===== config.mk =====
export PLATFORM = sky130hd
export DESIGN_NAME = stage_memory
export DESIGN_NICKNAME = d
export VERILOG_FILES = /design/src/rtl/stage_memory.sv
export SDC_FILE = /design/constraint.sdc
export NUM_CORES = 1
export LEC_CHECK = 0
export CAP_MARGIN = 20
export CORE_ASPECT_RATIO = 0.8
export CORE_UTILIZATION = 50
export CTS_BUF_LIST = sky130_fd_sc_hd__clkbuf_8 sky130_fd_sc_hd__clkbuf_16
export CTS_CLUSTER_SIZE = 16
export DETAILED_ROUTE_END_ITERATION = 12
export PLACE_DENSITY = 0.78
export RECOVER_POWER = 100
export SLEW_MARGIN = 20
export SYNTH_ARGS = -nofsm -noshare
export SYNTH_HDL_FRONTEND = slang
export SYNTH_SLANG_ARGS = --single-unit

===== constraint.sdc =====
create_clock -name clk -period 6.1 [get_ports clk]
set_input_delay 0.915 -clock clk [delete_from_list [all_inputs] [get_ports clk]]
set_output_delay 0.915 -clock clk [all_outputs]
set_load 0.01 [all_outputs]

===== src/rtl/stage_memory.sv =====
// Vector memory-access stage: one element transaction per lane over req/ack,
// assembling loads, writing stores, and presenting a registered writeback bundle.
module stage_memory #(
    parameter int registerSize = 8,
    parameter int vectorSize   = 4,
    parameter int addrWidth    = 16,
    parameter int regAddrSize  = 4
) (
    input  logic                                     clk,
    input  logic                                     reset,
    input  logic                                     in_valid,
    input  logic                                     memRead,
    input  logic                                     memWrite,
    input  logic                                     regWrEn,
    input  logic [regAddrSize-1:0]                   regDest,
    input  logic [addrWidth-1:0]                     addr_base,
    input  logic [vectorSize-1:0][registerSize-1:0]  vect_in,
    output logic                                     stall,
    output logic                                     mem_req,
    output logic                                     mem_we,
    output logic [addrWidth-1:0]                     mem_addr,
    output logic [registerSize-1:0]                  mem_wdata,
    input  logic [registerSize-1:0]                  mem_rdata,
    input  logic                                     mem_ack,
    output logic                                     out_valid,
    output logic                                     regWrEn_out,
    output logic [regAddrSize-1:0]                   regDest_out,
    output logic [vectorSize-1:0][registerSize-1:0]  vect_wb
);

    localparam int IW = $clog2(vectorSize);
    localparam logic [IW-1:0] LAST = IW'(vectorSize - 1);

    typedef enum logic {
        IDLE,
        ACCESS
    } state_t;

    state_t state, state_n;

    logic [IW-1:0]                           idx;
    logic [addrWidth-1:0]                    base;
    logic [vectorSize-1:0][registerSize-1:0] data;
    logic [vectorSize-1:0][registerSize-1:0] buffer;
    logic [vectorSize-1:0][registerSize-1:0] ld_vec;
    logic                                    op_we;
    logic                                    wr_en;
    logic [regAddrSize-1:0]                  dest;

    logic mem_op;
    logic start;
    logic in_acc;
    logic last;
    logic done;

    assign mem_op = memRead | memWrite;
    assign in_acc = (state == ACCESS);
    assign start  = (state == IDLE) & in_valid & mem_op;
    assign last   = (idx == LAST);
    assign done   = in_acc & mem_ack & last;

    // Gated by reset so the stall and request drop the moment reset asserts
    assign stall     = reset & (start | (in_acc & ~(mem_ack & last)));
    assign mem_req   = reset & in_acc;
    assign mem_we    = op_we;
    assign mem_addr  = base + addrWidth'(idx);
    assign mem_wdata = data[idx];

    always_comb begin
        ld_vec      = buffer;
        ld_vec[idx] = mem_rdata;
    end

    always_comb begin
        state_n = state;
        unique case (state)
            IDLE:   if (start) state_n = ACCESS;
            ACCESS: if (done)  state_n = IDLE;
        endcase
    end

    always_ff @(posedge clk or negedge reset) begin
        if (!reset) begin
            state       <= IDLE;
            idx         <= '0;
            base        <= '0;
            data        <= '0;
            buffer      <= '0;
            op_we       <= 1'b0;
            wr_en       <= 1'b0;
            dest        <= '0;
            out_valid   <= 1'b0;
            regWrEn_out <= 1'b0;
            regDest_out <= '0;
            vect_wb     <= '0;
        end else begin
            state <= state_n;
            unique case (state)
                IDLE: begin
                    out_valid   <= 1'b0;
                    regWrEn_out <= 1'b0;
                    if (in_valid && !mem_op) begin
                        out_valid   <= 1'b1;
                        vect_wb     <= vect_in;
                        regWrEn_out <= regWrEn;
                        regDest_out <= regDest;
                    end
                    if (start) begin
                        idx   <= '0;
                        base  <= addr_base;
                        data  <= vect_in;
                        op_we <= memWrite;
                        wr_en <= regWrEn;
                        dest  <= regDest;
                    end
                end
                ACCESS: begin
                    out_valid   <= 1'b0;
                    regWrEn_out <= 1'b0;
                    if (mem_ack) begin
                        if (!op_we) buffer <= ld_vec;
                        if (!last) idx <= idx + IW'(1);
                    end
                    if (done) begin
                        out_valid   <= 1'b1;
                        regDest_out <= dest;
                        vect_wb     <= op_we ? data : ld_vec;
                        regWrEn_out <= op_we ? 1'b0 : wr_en;
                    end
                end
            endcase
        end
    end

endmodule


Yosys cells after proc, flatten, opt, wreduce, memory -nomap -nowiden
Cells that the tools add are included.

word-level totals
  input port bits = 67
  memories kept = 0
  register bits after elaboration = 127
  bits in latches = 0
  output and inout port bits = 65
  bits in writable memories = 0
  bits in read-only memories = 0

cells by class
  multipliers = 0
  reductions and logical operators = 7
  equal/unequal tests = 6
  shift-type cells = 0
  bitwise logic cells = 13
  magnitude comparators = 2
  muxes and demuxes = 26
  divide/modulo/power cells = 0
  add/sub/neg operators = 2

operators by type and width
  operator               count
  $mux W32               3
  $pmux W32 S2           1
  $bwmux W32             1
  $add A16 B2 Y16        1
  $bmux W8 S2            1
  $demux W8 S2           1
  $mux W8                2
  $and A1 B1 Y1          8
  $mux W4                2
  $pmux W4 S2            1
  $mux W1                7
  $mux W2                3
  $ne A2 B2 Y1 const B   3
  $pmux W1 S2            3
  $reduce_and A3 Y1      2
  $ne A2 B1 Y1 const B   2
  $pmux W2 S2            1
  $reduce_and A2 Y1      2
  $lt A2 B3 Y1 const B   1
  $not A1 Y1             3
  $add A2 B1 Y2 const B  1
  $eq A2 B2 Y1 const B   1
  $ge A2 B1 Y1 const B   1
  $logic_and A1 B1 Y1    2
  other kinds (2)        3

Depth between registers and ports, before layout
  depth in word-level cells = 8
  mapped depth = 8

Worst setup path before layout
OpenSTA, ideal clock, no wires.

  kind = register to output
  from = register idx[1]
  to = output port mem_addr[10]
  cell stages (with the launch flop) = 8
  path buffers = 1
  setup slack = 3.114 ns
  data arrival time = 2.071 ns
  path through = dfrtp_1 -> clkbuf_1 -> inv_1 -> fa_1 -> nor2b_1 -> and3_1 -> nand4_1 -> xnor2_1

on the way
  longest elaborated chain between the ends = 1

ends and longest elaborated chain
  item                    line  source
  start, declared         41    logic [IW-1:0] idx;
  start signal, assigned  122   if (!last) idx <= idx + IW'(1);
  $add A16 B2 Y16         66    assign mem_addr = base + addrWidth'(idx);
  end, declared           21    output logic [addrWidth-1:0] mem_addr,

Every way passes these cells.

Worst setup path in the final report
  from = input port in_valid
  to = register idx[1]

on the way
  longest elaborated chain between the ends = 4

ends and longest elaborated chain
  item                                line  source
  start, declared                     11    input logic in_valid,
  $and A1 B1 Y1 (2 in a row)          58    assign start = (state == IDLE) & in_valid & mem_op;
  $ne A2 B2 Y1 (no source line)       n/a
  $reduce_and A3 Y1 (no source line)  n/a

Every way passes these cells.
A chain may end at the register's enable or synchronous reset.

==> summary.txt <==
Worst setup path
  – Crit path DAT: 4.86 ns
  – Crit path max fanout: 57
  – Crit end category: flop
  – Crit Path Category: primary input to flop
  – Worst path required time: approximately 6.4 ns
  – CP startpoint kind: primary input

CTS
  – Clock buffer depth: 2
  – Clk_lat worst skew: 0.41 ns
  – Resized cells post-CTS: 0
  – Num CTS Buffers: 17
  – Clk slew on worst S/H paths: ~0.060 ns
  – H-tree levels: 4
  – # hold bufs at CTS: 0
  – CTS tree: yes
  – Root buffer cell: clkbuf_16
  – CTS Sinks: between 100 and 150
  – Setup Fix Bufs, Post-CTS: 0

Floorplanning
  – Die area: about 0.013 sq mm
  – Initial Utilization: 0.517
  – Die W: 128 um
  – I/O Pins: ~130
  – FP Rows: 36
  – Die extent in y: 103 um
  – Core Footprint: 0.0123 sq mm

Cells and area
  – Commonest non-fill, non-tap cell in the layout: dfrtp_1
  – Most frequent cells in the layout: dfrtp_1 (126), mux2_2 (66), dlygate4sd3_1 (66)
  – # fillers: approximately 930
  – Register area: about 0.0032 sq mm
  – ANT cells: 0
  – Share of cells above drive strength 1: 0.163
  – Layout Nets: 730
  – Post-Route Utilization: 0.670
  – Area taken by multi-input logic gates: approximately 0.0029 sq mm
  – P&R area growth vs syn: 29.5%

Logic synthesis
  – Yosys top cell area share: 0.500
  – Yosys warnings: 0
  – EDFF count, synth: 0
  – Ys flop type: dfrtp_1
  – Cells after Synth: 539
  – Syn avg cell area: ~12 sq um
  – Sequential area share after synthesis: 0.500
  – Post-synth ARST share: 1.00
  – Post-synth cell types: 39
  – Synth Register Bits: 127
  – Synth area leader: dfrtp_1
  – Largest cells by area after synthesis: dfrtp_1 (50%), mux2_2 (12%), mux2i_1 (5.7%)
  – Post-Syn Area: 0.00636 sq mm
  – Post-synth net total: 613

Worst hold path
  – Hold Crit Class: flop to flop

Global routing
  – Vias in the first global route: between 4000 and 5000
  – Initial antenna violation count: 0
  – M3 GR Usage: 0.0628
  – GRT Residual Overflow: 0
  – Wire length of the first global-routing pass: between 20000 and 30000 um
  – Gr usage total: 0.258
  – Met1 usage: 0.378
  – Met2 usage: 0.388
  – Largest net degree at the start of global routing: a little under 80
  – GR peak layer: met2

Route
  – 1st-iter DRT viols: about 400
  – ANT nets after route: 0
  – DR vias: 4728
  – Routed WL: around 16000 um
  – Pre-antenna DRT Iters: 4
  – DRC: 0
  – Drt wl/cell: roughly 19 um
  – Via/cell ratio: 5.63

Place
  – Final GP Congestion: 0.816
  – I/O Buffers: 131
  – DP HPWL: between 10000 and 15000 um

STA
  – Max-slew headroom: -1.27
  – F_max: between 0.2 and 0.25 GHz
  – Final worst path period need: approximately 4.6 ns
  – Slew at the pin closest to its max-slew limit: around 3.4 ns
  – Fin crit share: 0.748
  – Fin. Hold Viols: 0
  – Setup Total Neg Slack: 0 ns
  – RSZ-0062 raised after global routing: false
  – Fin. max-slew vios: just under 200
  – Final setup fails: 0
  – Skew final: about 0.011 ns

Pwr
  – Peak supply drop: between 0.2 and 0.25 mV
  – PD cells: between 500 and 600 mW/mm^2
  – P_leak: approximately 0.0034 uW

Job
  – Max-Cap Viols: 3

Status
  – Failing checks: capacitance limit, slew limit
  – Status: finished with violations
## cell type report
class,count,area share
Clock buffer,18,0.0533
Clock inverter,14,0.0184
Tap cell,171,0.0260
Inverter,9,0.00410
Timing Repair Buffer,135,0.161
Sequential cell,127,0.386
Multi-Input combinational cell,366,0.351
## report_power, final
group	switching, uW	leakage (uW)	internal, uW	total [uW]
Combinational	965	0.00161	1070	2040
Clock	362	0.000303	645	1010
Sequential	338	0.00150	1270	1610
## cell usage after synthesis (all sizes together), types with 5 or more instances
cell    count
clkbuf      7
nand4       5
inv         9
nand2      45
mux4        8
a21oi       5
o21ai       5
nand2b     34
dfrtp     127
buf        30
nor2       38
a31oi      32
o211ai     32
ha          6
mux2       82
xnor2      12
mux2i      36
## metrics by stage
stage,setup WS [ns],hold slack [ns],total power [uW],std cells,area (sq um)
2_1_floorplan,3.11,0.464,2850,539,6360
4_1_cts,1.87,0.492,4810,840,8320
3_5_place_dp,2.30,0.480,3770,808,7720
6_report,1.54,0.493,4650,840,8240
3_3_place_gp,2.38,0.476,3690,808,7720
5_1_grt,0.941,0.517,4920,840,8240
## flip-flops by register name (all words and copies together) (netlist names)
register / flops
regDest_out: 4
buffer: 32
wr_en: 1
regWrEn_out: 1
dest: 4
in_acc: 1
base: 16
data: 32
idx: 2
vect_wb: 32
mem_we: 1
out_valid: 1
## kinds of logic after synthesis
kind of cell | synth area share
simple gates | 0.107
flops | 0.500
mux | 0.238
compound gates | 0.0852
buf+inv | 0.0352
xor+xnor | 0.0193
fa+ha+maj | 0.0150
## worst max-delay path, stage by stage
cell	delay (ns)
dlygate4sd3_1	0.53
nor2b_1	0.31
and2b_4	0.21
clkbuf_1	2.22
a21oi_1	0.24
a211o_1	0.42
## per-layer routing
layer / wire length [um] / share of wire
met3: 860 / 0.053
met1: 7820 / 0.48
met4: 167 / 0.010
met5: 0 / 0
met2: 7480 / 0.46
## worst paths after layout
check / startpoint / endpoint / slack (ns) / cells after the start
worst max-delay path: in_valid / idx[1] / 1.54 / 6
worst min-delay path: buffer[18] / buffer[18] / 0.49 / 1
worst max register to register: idx[0] / vect_wb[25] / 1.66 / 4
worst min register to register: buffer[18] / buffer[18] / 0.49 / 1
max in group asynchronous: reset / dest[1] / 1.74 / 2
min in group asynchronous: reset / vect_wb[11] / 0.63 / 1
No activity file was read; power rests on OpenSTA's default activity.
